File: config.mk
export PLATFORM = sky130hd
export DESIGN_NAME = cla_nibble_sequencer_flat
export DESIGN_NICKNAME = d
export VERILOG_FILES = /design/src/rtl/cla_nibble_sequencer_if.sv /design/src/rtl/cla_nibble_sequencer.sv /design/src/flat_wrapper.sv
export SDC_FILE = /design/constraint.sdc
export NUM_CORES = 1
export LEC_CHECK = 0
export CAP_MARGIN = 30
export CORE_ASPECT_RATIO = 1.25
export CORE_MARGIN = 2
export CORE_UTILIZATION = 51
export CTS_CLUSTER_DIAMETER = 80
export DETAILED_ROUTE_END_ITERATION = 6
export GPL_TIMING_DRIVEN = 0
export PLACE_DENSITY = 0.8
export SLEW_MARGIN = 15
export SYNTH_ARGS = -nofsm -noshare
export SYNTH_HDL_FRONTEND = slang
export SYNTH_SLANG_ARGS = --single-unit
File: constraint.sdc
create_clock -name clk -period 2.2 [get_ports clk]
set_input_delay 0.33 -clock clk [delete_from_list [all_inputs] [get_ports clk]]
set_output_delay 0.33 -clock clk [all_outputs]
set_load 0.1 [all_outputs]
File: src/rtl/cla_nibble_sequencer_if.sv
// Operand/result stream bundle for the nibble-serial CLA sequencer.
// The master offers operands and accepts results; the slave is the sequencer.
interface cla_nibble_sequencer_if #(
    parameter int NIBBLES = 4
);
    localparam int W = 4 * NIBBLES;

    logic         in_valid;
    logic         in_ready;
    logic [W-1:0] a;
    logic [W-1:0] b;
    logic         c_in;
    logic         out_valid;
    logic         out_ready;
    logic [W-1:0] sum;
    logic         c_out;

    modport master (
        output in_valid, a, b, c_in, out_ready,
        input  in_ready, out_valid, sum, c_out
    );

    modport slave (
        input  in_valid, a, b, c_in, out_ready,
        output in_ready, out_valid, sum, c_out
    );
endinterface

File: src/rtl/cla_nibble_sequencer.sv
// Multi-precision adder controller: streams one nibble per cycle through an
// external 4-bit CLA, LSB first, chaining the carry through a register.
module cla_nibble_sequencer #(
    parameter int NIBBLES = 4
) (
    input  logic                          clk,
    input  logic                          rst_n,
    cla_nibble_sequencer_if.slave         bus,
    output logic [3:0]                    cla_a,
    output logic [3:0]                    cla_b,
    output logic                          cla_c_in,
    input  logic [3:0]                    cla_sum,
    input  logic                          cla_c_out
);
    localparam int W     = 4 * NIBBLES;
    localparam int IDX_W = (NIBBLES > 1) ? $clog2(NIBBLES) : 1;
    localparam logic [IDX_W-1:0] LAST_IDX = IDX_W'(NIBBLES - 1);

    typedef enum logic [1:0] {IDLE, ADD, DONE} state_t;

    state_t           state;
    state_t           next_state;
    logic [W-1:0]     a_reg;
    logic [W-1:0]     b_reg;
    logic [W-1:0]     result_reg;
    logic [W-1:0]     result_next;
    logic [W-1:0]     sum_reg;
    logic             carry_reg;
    logic             c_out_reg;
    logic [IDX_W-1:0] idx;
    logic [IDX_W+1:0] nib_base;

    assign nib_base = {idx, 2'b00};

    always_ff @(posedge clk or negedge rst_n) begin
        if (!rst_n) begin
            state <= IDLE;
        end else begin
            state <= next_state;
        end
    end

    always_comb begin
        next_state = state;
        case (state)
            IDLE: if (bus.in_valid) next_state = ADD;
            ADD:  if (idx == LAST_IDX) next_state = DONE;
            DONE: if (bus.out_ready) next_state = IDLE;
            default: next_state = IDLE;
        endcase
    end

    always_comb begin
        bus.in_ready  = (state == IDLE);
        bus.out_valid = (state == DONE);
        cla_a         = 4'h0;
        cla_b         = 4'h0;
        cla_c_in      = 1'b0;
        if (state == ADD) begin
            cla_a    = a_reg[nib_base +: 4];
            cla_b    = b_reg[nib_base +: 4];
            cla_c_in = carry_reg;
        end
    end

    always_comb begin
        result_next                = result_reg;
        result_next[nib_base +: 4] = cla_sum;
    end

    // The visible sum/c_out live in their own registers so they hold steady
    // while the next operation overwrites result_reg nibble by nibble.
    always_ff @(posedge clk or negedge rst_n) begin
        if (!rst_n) begin
            a_reg      <= '0;
            b_reg      <= '0;
            result_reg <= '0;
            sum_reg    <= '0;
            carry_reg  <= 1'b0;
            c_out_reg  <= 1'b0;
            idx        <= '0;
        end else begin
            case (state)
                IDLE: begin
                    if (bus.in_valid) begin
                        a_reg     <= bus.a;
                        b_reg     <= bus.b;
                        carry_reg <= bus.c_in;
                        idx       <= '0;
                    end
                end
                ADD: begin
                    result_reg <= result_next;
                    carry_reg  <= cla_c_out;
                    if (idx == LAST_IDX) begin
                        sum_reg   <= result_next;
                        c_out_reg <= cla_c_out;
                    end else begin
                        idx <= idx + 1'b1;
                    end
                end
                default: ;
            endcase
        end
    end

    assign bus.sum   = sum_reg;
    assign bus.c_out = c_out_reg;
endmodule
File: src/flat_wrapper.sv
// flat-port wrapper written by rule: the top's interface ports become plain ports
module cla_nibble_sequencer_flat 
#(
    parameter int NIBBLES = 4
)
  (clk, rst_n, cla_a, cla_b, cla_c_in, cla_sum, cla_c_out, bus_in_valid, bus_a, bus_b, bus_c_in, bus_out_ready, bus_in_ready, bus_out_valid, bus_sum, bus_c_out);
  cla_nibble_sequencer_if #(.NIBBLES(NIBBLES)) bus_i ();
  input  logic clk;
  input  logic rst_n;
  output logic [3:0] cla_a;
  output logic [3:0] cla_b;
  output logic cla_c_in;
  input  logic [3:0] cla_sum;
  input  logic cla_c_out;
  input wire logic [$bits(bus_i.in_valid)-1:0] bus_in_valid;
  input wire logic [$bits(bus_i.a)-1:0] bus_a;
  input wire logic [$bits(bus_i.b)-1:0] bus_b;
  input wire logic [$bits(bus_i.c_in)-1:0] bus_c_in;
  input wire logic [$bits(bus_i.out_ready)-1:0] bus_out_ready;
  output wire logic [$bits(bus_i.in_ready)-1:0] bus_in_ready;
  output wire logic [$bits(bus_i.out_valid)-1:0] bus_out_valid;
  output wire logic [$bits(bus_i.sum)-1:0] bus_sum;
  output wire logic [$bits(bus_i.c_out)-1:0] bus_c_out;
  assign bus_i.in_valid = bus_in_valid;
  assign bus_i.a = bus_a;
  assign bus_i.b = bus_b;
  assign bus_i.c_in = bus_c_in;
  assign bus_i.out_ready = bus_out_ready;
  assign bus_in_ready = bus_i.in_ready;
  assign bus_out_valid = bus_i.out_valid;
  assign bus_sum = bus_i.sum;
  assign bus_c_out = bus_i.c_out;
  cla_nibble_sequencer #(.NIBBLES(NIBBLES)) u_core (.clk(clk), .rst_n(rst_n), .bus(bus_i), .cla_a(cla_a), .cla_b(cla_b), .cla_c_in(cla_c_in), .cla_sum(cla_sum), .cla_c_out(cla_c_out));
endmodule
* Yosys cells after proc, flatten, opt, wreduce, memory -nomap -nowiden
Index checks and enable logic that the tools add are counted.
** Operators by class
- Add/subtract/negate cells :: 2
- Multiply operators :: 0
- Divide/modulo/power cells :: 0
- $lt $le $gt $ge :: 0
- Equality and inequality tests :: 7
- Shifts and indexed selects :: 4
- Muxes and demuxes :: 13
- Bitwise gates (word level) :: 0
- Reductions and logical operators :: 7
** Operator list (count)
- $shiftx 16x5->4 :: 2
- $bwmux 16 :: 1
- $shift 4x6->16 const A :: 1
- $shiftx 4x6->16 :: 1
- $mux 2 :: 5
- $mux 4 :: 2
- $ne 2x2->1 const B :: 4
- $neg 4->6 :: 1
- $pmux 2 s3 :: 1
- $reduce_and 2->1 :: 3
- $reduce_and 3->1 :: 2
- $eq 2x2->1 const B :: 2
- $pmux 2 s2 :: 1
- $add 2x1->2 const B :: 1
- $eq 2x1->1 const B :: 1
- $logic_not 2->1 :: 1
- $mux 1 :: 2
- $pmux 1 s2 :: 1
- $reduce_bool 2->1 :: 1
** Storage, ports and cells
- Register bits after elaboration :: 70
- Latch bits :: 0
- Bits in writable memories :: 0
- ROM bits :: 0
- Bits of input ports :: 42
- Logic and storage cells :: 41
- Memories :: 0

* Depth between registers and ports, before layout
- Depth in word-level cells :: 3
- Mapped depth :: 7
- Depth with buffers taken out :: 5

* Worst setup path after synthesis
Ideal clock, no wire load.
- Path type :: register to output
- From :: register u_core.state[0]
- To :: output bus_out_valid
- Data arrival time :: 1.874 ns
- Required time :: 1.870 ns
- Setup slack :: -0.004 ns
- Stages on the path, launching flop included :: 3
- Path buffers :: 1
- Path through :: dfrtp_1 -> buf_2 -> nor2b_1
** Between the ends
- Cells in the longest elaborated chain, start to end :: 1
** Ends and longest elaborated chain
- start: declaration :: RTL line cla_nibble_sequencer.sv:21 : state_t state;
- start signal: assignment :: RTL line cla_nibble_sequencer.sv:39 : state <= next_state;
- $eq 2x2->1 :: RTL line cla_nibble_sequencer.sv:55 : bus.out_valid = (state == DONE);
- end: declaration :: RTL line flat_wrapper.sv:21 : output wire logic [$bits(bus_i.out_valid)-1:0] bus_out_valid;
Every way passes these cells.

* Final worst setup path
- From :: register u_core.sum_reg[10] (netlist: u_core.bus.sum[10])
- To :: output bus_sum[10]
** RTL lines
- start: declaration :: RTL line cla_nibble_sequencer.sv:27 : logic [W-1:0] sum_reg;
- start signal: assignment :: RTL line cla_nibble_sequencer.sv:96 : sum_reg <= result_next;
- end: declaration :: RTL line flat_wrapper.sv:22 : output wire logic [$bits(bus_i.sum)-1:0] bus_sum;
No word-level cell between the ends.

==> results.ini <==
[cells_and_area]
design_area_um2 = 4350
diodes = 0
final_layout_size_suffix_gt1_share_pct = 27.4
nFillCells = 453
syn2layout_area_growth_pct = 31.8
fin_util_pct = 70.0
nets = 383

[drt]
dr.pass1.iters = 4
routed.top_layer = met4
route.detailed.drc = 0
wl_per_cell_um = 15.7
via_count = 2335
wl_met1_um = 2690
routed-wl-met3_um = 386
dr.first_iter.drc_count = 164
dr_wl_met2_um = 3530
wirelength_um = 6690
ant_nets = 0
detail_route.vias_per_cell = 5.49

[synthesis]
synth_edf_count = 0
synthDistinctLibCells = 35
yosys_warnings = 0
synth-seq-cells = 70
synth_top_area_share_pct = 53.1
syn_nets = 301
avgSynthCellArea_um2 = 13.0
synth_top_area_cell = dfrtp_1
synth-main-ff-cell = dfrtp_1
syn_area_um2 = 3300
netlist_top_cells_count = 70 x dfrtp_1, 33 x mux2_2, 16 x a32o_1
async_reset_ff_share_pct = 100
yosysMostFrequentCell = dfrtp_1
synth_cells = 253
synth_area_leaders = dfrtp_1 53%, mux2_2 11%, a32o_1 4.9%, mux4_1 4.0%, ha_1 2.3%
synth.yosys.seq_area_share_pct = 53.1

[floorplanning]
core_area_um2 = 6210
start_util_pct = 53.1
chipHeight_um = 93.9
std_cell_rows = 32
fp.dieW_um = 75.9
io-pin-count = 70
dieArea_um2 = 7130

[sta]
hold_slack_ns = 0.443
setup_violations = 0
fin_crit_sh_pct = 98.3
final.setup_skew_ns = 0.00492
maxSlewViolCount = 0
worst_pin_slew_ns = 0.962
tns_ns = 0
finalHoldViolCount = 0
max_slew_margin_pct = 35.6
fmax_mhz = 462
finalCriticalPeriod_ns = 2.16

[place]
postPlaceCellArea_um2 = 4080
place_hpwl_um = 4770
gp_congestion = 0.746
io_buffer_count = 65

[setup_path]
path_max_fanout = 2
end_kind = primary output
cp_data_required_time_ns = 1.87
critPathTopFamily = buffers and inverters
worstReg2RegStart = u_core.idx[0]
crit_path_max_incr_delay_ns = 1.13
path_cells = clkdlybuf4s50_1
cp-start-kind = flip-flop
r2r_cells = 6
path_class = flip-flop to primary output
worstReg2RegEnd = u_core.result_reg[11]
crit_buf_inv = 1
cp_slowest_cell = clkdlybuf4s50_1
ff2ff_setup_slack_ns = 0.15
arrival_ns = 1.83

[global_route]
gr-total-overflow = 0
grt_max_degree = 43
antenna_found_initial = 0
track_usage_pct = 19.8
grt_pass1_wl_um = 11100
grt_pass1_vias = 2364

[cts]
root_buffer = clkbuf_8
clk_path_buf_depth = 2
cts_max_level = 3
cts_tree = built
cts_num_sinks = 70
numCtsBuffers = 9
clk_pin_slew_ns = 0.07
insertion_delay_ns = 0.34

[hold_path]
hold_start = cla_sum[0]
hold_depth = 3
hp-class = input port to flip-flop
min_to = u_core.bus.sum[4]

[status]
status = completed

[flow_run]
drv_cap = 0

## layout by cell type (no fill, tap or decap), drive strengths merged
master and instances:
nand4 4, a21o 2, dfrtp 70, nor2 14, a32oi 4, and2b 2, nor3b 3, nor3 1
and2 10, buf 31, o21ai 7, mux4 8, and3b 3, nor2b 4, and3 1, or2 1
clkinv 2, mux2 33, clkdlybuf4s50 48, clkdlybuf4s15 2, inv 7, o22a 4, nand2b 4, a21oi 13
a31oi 4, a32o 16, ha 6, clkbuf 18, nand2 5, and4bb 2, clkinvlp 1, dlymetal6s2s 5
and4b 4, dlygate4sd3 1
## cells by family (layout without fill, tap and decap cells)
family / count (synthesis) / in the layout / synth area share [%]
AOI/OAI and AO/OA: 50 / 50 / 11.2
adders and majority gates: 6 / 6 / 2.28
buffers and inverters: 28 / 115 / 4.55
DFF: 70 / 70 / 53.1
muxes: 41 / 41 / 17.3
and+or+nand+nor: 58 / 58 / 11.5
## metrics by stage
stage / setup WS (ns) / instances
4_1_cts: 0.00336 / 422
5_1_grt: -0.00375 / 425
3_5_place_dp: -0.534 / 404
3_3_place_gp: -1.50 / 403
2_1_floorplan: 0.113 / 253
6_report: 0.0365 / 425
## per-layer routing
layer | vias up | GRT usage, %
met4 | 0 | 6.82
met2 | 72 | 35.5
met3 | 9 | 5.48
met5 | - | 0
li1 | 1103 | -
met1 | 1151 | 23.0
## area by class of cell
class / instances / area, um^2 / area share [%]
flip-flops and latches: 70 / 1750 / 40.3
multi-input cells: 155 / 1400 / 32.3
repair buffers: 71 / 726 / 16.7
clock buffers: 14 / 193 / 4.43
plain buffers: 20 / 124 / 2.85
well taps: 85 / 106 / 2.45
inverters: 8 / 30.0 / 0.691
clock inverters: 2 / 12.5 / 0.288
## worst max-delay path by stage
stage                      end  cells past startpoint  slack (ns)                from
2_1_floorplan     bus_in_ready                      2        0.11     u_core.state[0]
3_3_place_gp   u_core.b_reg[7]                      1       -1.50               rst_n
3_5_place_dp          cla_b[0]                      5       -0.53     u_core.state[0]
4_1_cts               cla_a[3]                      4       0.003       u_core.idx[0]
5_1_grt               cla_b[0]                      4      -0.004       u_core.idx[0]
6_report           bus_sum[10]                      1        0.04  u_core.bus.sum[10]
## what timing repair did
item,in CTS,in global routing
hold buffers,1,0
setup endpoints to repair,28,31
hold endpoints to repair,28,0
resized for setup,61,18
pin swaps,0,1
setup buffers,1,2
cloned,0,1
Power is not shown: default switching activity piles up to over one toggle a cycle in this logic, so the estimate is an artifact.
